### src/rtl/display_mode_scheduler_if.sv
// -----------------------------------------------------------------------------
// display_mode_scheduler_if
// Bundles the pixel stream, the mode-request handshake and the scheduler
// outputs that sit between the game FSM, the VGA timing generator and the
// RGB selector.
//   master : the side that drives pixel timing and mode requests
//   slave  : the display_mode_scheduler itself
// Signals:
//   DE, x_pixel[9:0], y_pixel[9:0]  pixel timing from the VGA generator
//   req_valid, req_mode[1:0]        mode request from the game FSM
//   req_ready                       scheduler can accept a request
//   ui_en                           UI-priority enable to the RGB selector
//   active_mode[1:0]                mode currently on screen
//   frames_left[7:0]                countdown frames remaining
//   countdown_done                  one-cycle pulse on natural expiry
// -----------------------------------------------------------------------------
interface display_mode_scheduler_if;
    logic       DE;
    logic [9:0] x_pixel;
    logic [9:0] y_pixel;
    logic       req_valid;
    logic [1:0] req_mode;
    logic       req_ready;
    logic       ui_en;
    logic [1:0] active_mode;
    logic [7:0] frames_left;
    logic       countdown_done;

    modport master (
        output DE, x_pixel, y_pixel, req_valid, req_mode,
        input  req_ready, ui_en, active_mode, frames_left, countdown_done
    );

    modport slave (
        input  DE, x_pixel, y_pixel, req_valid, req_mode,
        output req_ready, ui_en, active_mode, frames_left, countdown_done
    );
endinterface

### src/rtl/display_mode_scheduler.sv
// -----------------------------------------------------------------------------
// display_mode_scheduler
// Frame-synchronous display-mode controller. A mode request is accepted via a
// valid/ready handshake, parked in a single pending slot and applied only at
// the last active pixel of the frame, so the picture never changes mid-frame.
// Also generates the per-pixel UI-priority enable and runs a frame-counted
// countdown overlay that falls back to live view on its own.
// Ports:
//   clk     pixel clock
//   reset   asynchronous, active-high reset
//   io_bus  display_mode_scheduler_if.slave (pixel timing, request handshake,
//           ui_en / active_mode / frames_left / countdown_done outputs)
// Modes: 0 LIVE, 1 FULL (whole screen UI), 2 BANNER (top lines), 3 COUNT
// (centred countdown box).
// -----------------------------------------------------------------------------
module display_mode_scheduler #(
    parameter int unsigned H_ACTIVE   = 640,
    parameter int unsigned V_ACTIVE   = 480,
    parameter int unsigned BANNER_H   = 48,
    parameter int unsigned CNT_FRAMES = 180,
    parameter int unsigned BOX_X0     = 240,
    parameter int unsigned BOX_X1     = 400,
    parameter int unsigned BOX_Y0     = 176,
    parameter int unsigned BOX_Y1     = 304
) (
    input  logic                      clk,
    input  logic                      reset,
    display_mode_scheduler_if.slave   io_bus
);

    typedef enum logic [1:0] {
        MODE_LIVE   = 2'd0,
        MODE_FULL   = 2'd1,
        MODE_BANNER = 2'd2,
        MODE_COUNT  = 2'd3
    } mode_t;

    localparam logic [9:0] LP_X_LAST   = 10'(H_ACTIVE - 1);
    localparam logic [9:0] LP_Y_LAST   = 10'(V_ACTIVE - 1);
    localparam logic [9:0] LP_BANNER_H = 10'(BANNER_H);
    localparam logic [9:0] LP_BOX_X0   = 10'(BOX_X0);
    localparam logic [9:0] LP_BOX_X1   = 10'(BOX_X1);
    localparam logic [9:0] LP_BOX_Y0   = 10'(BOX_Y0);
    localparam logic [9:0] LP_BOX_Y1   = 10'(BOX_Y1);
    localparam logic [7:0] LP_CNT      = 8'(CNT_FRAMES);

    mode_t      r_active_mode;
    mode_t      r_pend_mode;
    logic       r_pend_valid;
    logic [7:0] r_frames_left;
    logic       r_countdown_done;

    logic       w_frame_end;
    logic       w_handshake;
    logic       w_ui_en;

    // Last active pixel of the frame: the only point where the mode may change.
    assign w_frame_end = io_bus.DE && (io_bus.x_pixel == LP_X_LAST)
                                   && (io_bus.y_pixel == LP_Y_LAST);

    // Single pending slot, no overwrite: ready only while the slot is empty.
    assign w_handshake = io_bus.req_valid && !r_pend_valid;

    always_ff @(posedge clk or posedge reset) begin
        if (reset) begin
            r_active_mode    <= MODE_LIVE;
            r_pend_mode      <= MODE_LIVE;
            r_pend_valid     <= 1'b0;
            r_frames_left    <= 8'd0;
            r_countdown_done <= 1'b0;
        end else begin
            r_countdown_done <= 1'b0;

            if (w_frame_end) begin
                if (r_pend_valid) begin
                    // A pending request wins over a running countdown and
                    // silently cancels it; COUNT->COUNT restarts the count.
                    r_active_mode <= r_pend_mode;
                    r_pend_valid  <= 1'b0;
                    r_frames_left <= (r_pend_mode == MODE_COUNT) ? LP_CNT : 8'd0;
                end else if (r_active_mode == MODE_COUNT) begin
                    if (r_frames_left > 8'd1) begin
                        r_frames_left <= r_frames_left - 8'd1;
                    end else begin
                        r_active_mode    <= MODE_LIVE;
                        r_frames_left    <= 8'd0;
                        r_countdown_done <= 1'b1;
                    end
                end
            end

            // The handshake can only happen with the slot empty, so it never
            // collides with the clear above. A request accepted on the
            // frame_end cycle waits for the following frame_end.
            if (w_handshake) begin
                r_pend_valid <= 1'b1;
                r_pend_mode  <= mode_t'(io_bus.req_mode);
            end
        end
    end

    // Zero-latency UI window decode from the registered mode and live pixel.
    always_comb begin
        w_ui_en = 1'b0;
        case (r_active_mode)
            MODE_LIVE:   w_ui_en = 1'b0;
            MODE_FULL:   w_ui_en = io_bus.DE;
            MODE_BANNER: w_ui_en = io_bus.DE && (io_bus.y_pixel < LP_BANNER_H);
            MODE_COUNT:  w_ui_en = io_bus.DE
                                 && (io_bus.x_pixel >= LP_BOX_X0) && (io_bus.x_pixel < LP_BOX_X1)
                                 && (io_bus.y_pixel >= LP_BOX_Y0) && (io_bus.y_pixel < LP_BOX_Y1);
            default:     w_ui_en = 1'b0;
        endcase
    end

    assign io_bus.req_ready      = !r_pend_valid;
    assign io_bus.ui_en          = w_ui_en;
    assign io_bus.active_mode    = r_active_mode;
    assign io_bus.frames_left    = r_frames_left;
    assign io_bus.countdown_done = r_countdown_done;

endmodule

### src/flat_wrapper.sv
// flat-port wrapper written by rule: the top's interface ports become plain ports
module display_mode_scheduler_flat 
#(
    parameter int unsigned H_ACTIVE   = 640,
    parameter int unsigned V_ACTIVE   = 480,
    parameter int unsigned BANNER_H   = 48,
    parameter int unsigned CNT_FRAMES = 180,
    parameter int unsigned BOX_X0     = 240,
    parameter int unsigned BOX_X1     = 400,
    parameter int unsigned BOX_Y0     = 176,
    parameter int unsigned BOX_Y1     = 304
)
  (clk, reset, io_bus_DE, io_bus_x_pixel, io_bus_y_pixel, io_bus_req_valid, io_bus_req_mode, io_bus_req_ready, io_bus_ui_en, io_bus_active_mode, io_bus_frames_left, io_bus_countdown_done);
  display_mode_scheduler_if io_bus_i ();
  input  logic clk;
  input  logic reset;
  input wire logic [$bits(io_bus_i.DE)-1:0] io_bus_DE;
  input wire logic [$bits(io_bus_i.x_pixel)-1:0] io_bus_x_pixel;
  input wire logic [$bits(io_bus_i.y_pixel)-1:0] io_bus_y_pixel;
  input wire logic [$bits(io_bus_i.req_valid)-1:0] io_bus_req_valid;
  input wire logic [$bits(io_bus_i.req_mode)-1:0] io_bus_req_mode;
  output wire logic [$bits(io_bus_i.req_ready)-1:0] io_bus_req_ready;
  output wire logic [$bits(io_bus_i.ui_en)-1:0] io_bus_ui_en;
  output wire logic [$bits(io_bus_i.active_mode)-1:0] io_bus_active_mode;
  output wire logic [$bits(io_bus_i.frames_left)-1:0] io_bus_frames_left;
  output wire logic [$bits(io_bus_i.countdown_done)-1:0] io_bus_countdown_done;
  assign io_bus_i.DE = io_bus_DE;
  assign io_bus_i.x_pixel = io_bus_x_pixel;
  assign io_bus_i.y_pixel = io_bus_y_pixel;
  assign io_bus_i.req_valid = io_bus_req_valid;
  assign io_bus_i.req_mode = io_bus_req_mode;
  assign io_bus_req_ready = io_bus_i.req_ready;
  assign io_bus_ui_en = io_bus_i.ui_en;
  assign io_bus_active_mode = io_bus_i.active_mode;
  assign io_bus_frames_left = io_bus_i.frames_left;
  assign io_bus_countdown_done = io_bus_i.countdown_done;
  display_mode_scheduler #(.H_ACTIVE(H_ACTIVE), .V_ACTIVE(V_ACTIVE), .BANNER_H(BANNER_H), .CNT_FRAMES(CNT_FRAMES), .BOX_X0(BOX_X0), .BOX_X1(BOX_X1), .BOX_Y0(BOX_Y0), .BOX_Y1(BOX_Y1)) u_core (.clk(clk), .reset(reset), .io_bus(io_bus_i));
endmodule
### config.mk
export PLATFORM = sky130hd
export DESIGN_NAME = display_mode_scheduler_flat
export DESIGN_NICKNAME = d
export VERILOG_FILES = /design/src/rtl/display_mode_scheduler_if.sv /design/src/rtl/display_mode_scheduler.sv /design/src/flat_wrapper.sv
export SDC_FILE = /design/constraint.sdc
export NUM_CORES = 1
export LEC_CHECK = 0
export ABC_AREA = 1
export BUFFER_PORTS_ARGS = -buffer_cell sky130_fd_sc_hd__clkbuf_2
export CAP_MARGIN = 20
export CORE_ASPECT_RATIO = 0.6
export CORE_MARGIN = 2
export CORE_UTILIZATION = 41
export DETAILED_ROUTE_END_ITERATION = 8
export HOLD_SLACK_MARGIN = 0.12
export PLACE_DENSITY = 0.77
export SLEW_MARGIN = 15
export SYNTH_ARGS = -nofsm -noshare
export SYNTH_HDL_FRONTEND = slang
export SYNTH_SLANG_ARGS = --single-unit
### constraint.sdc
create_clock -name clk -period 1.9 [get_ports clk]
set_input_delay 0.57 -clock clk [delete_from_list [all_inputs] [get_ports clk]]
set_output_delay 0.57 -clock clk [all_outputs]
set_load 0.01 [all_outputs]
==> results.py <==
metrics = {
    "logic_synthesis": {
        "synth_most_common_cell": "nand2_1",
        "synth-main-ff-cell": "dfrtp_1",
        "yosys_register_bits": 14,
        "netlist_instances": 170,
        "synth.top_cell.area_share": 0.313,
        "synth-edff-count": 0,
        "yosysUniqueCellTypes": 23,
        "synth_top_area_cell": "dfrtp_1",
        "synth_area_um2": 1120,
        "yosysWarnings": 0,
        "seq_area_frac_synth": 0.313,
        "avgSynthCellArea_um2": 6.58,
        "synthTopCellsByArea": "dfrtp_1 31%, nand2_1 20%, inv_1 7.4%",
        "synthArstFlopShare": 1.00,
        "synth_common_cells": "61 x nand2_1, 22 x inv_1, 20 x nor2_1",
        "synth_nets": 198,
    },
    "setup_path": {
        "reg2reg_slack_ps": 290,
        "worstSetupEndpointType": "output pin",
        "crit_buf_inv": 2,
        "arrival_ps": 1370,
        "slowest_delay_ps": 240,
        "cp_top_family": "simple AND/OR/NAND/NOR gates",
        "critPathMaxFanout": 2,
        "cp.required_ps": 1330,
        "crit_type": "in2out",
        "start_kind": "input port",
        "crit_chain": "buf_6, or2_4, a21oi_2, nand3_1, a21oi_1, buf_2",
        "critical_path.slowest_cell": "or2_4",
    },
    "floorplan": {
        "fp.dieW_um": 71.4,
        "die_h_um": 44.5,
        "num_rows": 14,
        "initial_utilization": 0.440,
        "dieArea_um2": 3180,
        "core_um2": 2540,
        "io_pins": 39,
    },
    "clock_network": {
        "cts.sinks": 14,
        "clock_latency_ps": 250,
        "cts_buffer_depth": 2,
        "path_clk_slew_ps": 60,
        "cts_root_buffer": "clkbuf_8",
        "htreeDepth": 1,
        "cts_made_buffers": 3,
        "holdBufCountCts": 0,
        "cts_tree": "yes",
    },
    "place": {
        "dp_hpwl_mm": 2.21,
        "dp.cells": 247,
        "portBuffers": 38,
        "place.gp.congestion": 0.782,
        "place_area_um2": 1400,
    },
    "finish": {
        "fin_nets": 249,
        "fin_area_um2": 1520,
        "final_cells": 252,
        "num_antenna_cells": 0,
        "syn_to_final_growth_pct": 35.7,
        "drive_gt1_frac": 0.368,
    },
    "pwr": {
        "p_switching_mw": 0.163,
        "peakVddDrop_v": 0.000406,
        "p_comb_frac": 0.138,
        "p_int_mw": 0.530,
        "seq_power_share": 0.431,
        "switching_share": 0.235,
        "p_leak_nw": 0.853,
        "clkPwrFrac": 0.432,
        "p_per_area_nw_per_um2": 456,
    },
    "route": {
        "drt-pass1-iter-count": 4,
        "initialDrtViolationCount": 53,
        "ant_nets": 0,
        "drt-vias-per-instance": 4.75,
        "drc_errors": 0,
        "routed_wl_mm": 2.94,
        "wl_per_cell_um": 11.7,
        "vias": 1196,
    },
    "sta": {
        "finalCritPeriodShare": 1.02,
        "fin_worst_skew_ps": 4.07,
        "hold_ws_ps": 352,
        "fmax_ghz": 0.516,
        "layout_setup_ws_ps": -39.9,
        "rsz0062_at_grt": "true",
        "slew_headroom": 0.609,
        "tightest_slew_ps": 586,
        "finalHoldViolCount": 0,
        "fin_crit_ps": 1940,
        "setup_violations": 1,
        "maxSlewViolCount": 0,
    },
    "status": {
        "status": "finished with violations",
        "violations": "setup timing",
    },
    "global_routing": {
        "grt_pass1_vias": 985,
        "grt_overflow_total": 0,
        "grt_pass1_wl_mm": 4.64,
        "grt_use_total": 0.195,
        "grt_max_degree": 15,
        "grt_antenna_before_repair": 0,
    },
    "worst_hold_path": {
        "hold_class": "in2async",
    },
    "job": {
        "maxCapViolCount": 0,
    },
}
final timing paths:
check / start / end / cells past startpoint
worst max-delay path: io_bus_y_pixel[8] / io_bus_ui_en / 6
worst min-delay path: reset / u_core.io_bus.frames_left[4]$_DFFE_PP0P_ / 2
worst max register to register: u_core.io_bus.frames_left[0]$_DFFE_PP0P_ / u_core.io_bus.active_mode[0]$_DFFE_PP0P_ / 11
worst min register to register: u_core.io_bus.active_mode[0]$_DFFE_PP0P_ / u_core.io_bus.active_mode[0]$_DFFE_PP0P_ / 2
max in group asynchronous: reset / u_core.io_bus.frames_left[1]$_DFFE_PP0P_ / 2
min in group clk: u_core.io_bus.active_mode[0]$_DFFE_PP0P_ / u_core.io_bus.active_mode[0]$_DFFE_PP0P_ / 2
registers in the layout (all words and copies together) (netlist names):
register	count
u_core.io_bus.active_mode	2
u_core.io_bus.countdown_done	1
u_core.io_bus.frames_left	8
u_core.r_pend_mode	2
u_core.r_pend_valid	1
power by group through the flow:
stage | clock [mW] | combinational, mW | sequential, mW
6_report | 0.299 | 0.0953 | 0.298
5_1_grt | 0.323 | 0.106 | 0.298
4_1_cts | 0.306 | 0.0839 | 0.298
3_5_place_dp | 0 | 0.0790 | 0.304
3_3_place_gp | 0 | 0.0786 | 0.304
2_1_floorplan | 0 | 0.0295 | 0.304
final cells by class:
class                      instances  area, µm²
fill                             229       1020
multi-input combinational        133        717
sequential                        14        350
timing repair buffer              46        269
inverter                          23       86.3
clock buffer                       4       55.1
tap                               32       40.0
through the flow:
| stage | utilization | setup TNS (ps) | setup slack, ps | total power [mW] |
|---|---|---|---|---|
| after floorplan | - | 0 | 47.7 | 0.333 |
| after global placement | 0.552 | -101 | -101 | 0.382 |
| after detailed placement | 0.552 | -129 | -129 | 0.383 |
| after CTS | 0.580 | -57.6 | -57.6 | 0.688 |
| after global routing | 0.598 | -125 | -125 | 0.726 |
| final | 0.598 | -39.9 | -39.9 | 0.693 |
logic make-up (layout without fill, tap and decap cells):
kind of cell | after synthesis | count (layout) | synth area share
and+or+nand+nor | 119 | 119 | 0.519
buffers and inverters | 23 | 73 | 0.0772
AOI/OAI and AO/OA | 9 | 9 | 0.0403
adders and majority gates | 2 | 2 | 0.0224
muxes | 2 | 2 | 0.0201
DFF | 14 | 14 | 0.313
xor gates and xnor gates | 1 | 1 | 0.00783
per-layer routing:
metal	global-route usage	share of wire
met1	0.287	0.49
met2	0.289	0.43
met3	0.0547	0.070
met4	0.0340	0.0048
met5	0	0
what timing repair did:
item                       in CTS  in global routing
buffers inserted                1                  0
resized for setup               4                 15
setup endpoints to repair       1                  1
cloned                          0                  0
pin swaps                       4                  5
placed cells by master (no fill, tap or decap), types with 2 or more instances in the layout:
cell,count
nand2_1,59
clkbuf_2,34
inv_1,20
nor2_1,17
dfrtp_1,14
nand3_1,12
buf_4,8
nand2_2,7
nor2_2,6
nor2_4,6
clkbuf_8,4
inv_2,3
o21ai_0,3
nand4_1,3
buf_6,3
o21ai_1,2
mux2_2,2
a21oi_1,2
nor3_1,2
ha_1,2
(Power assumes the default switching activity.)
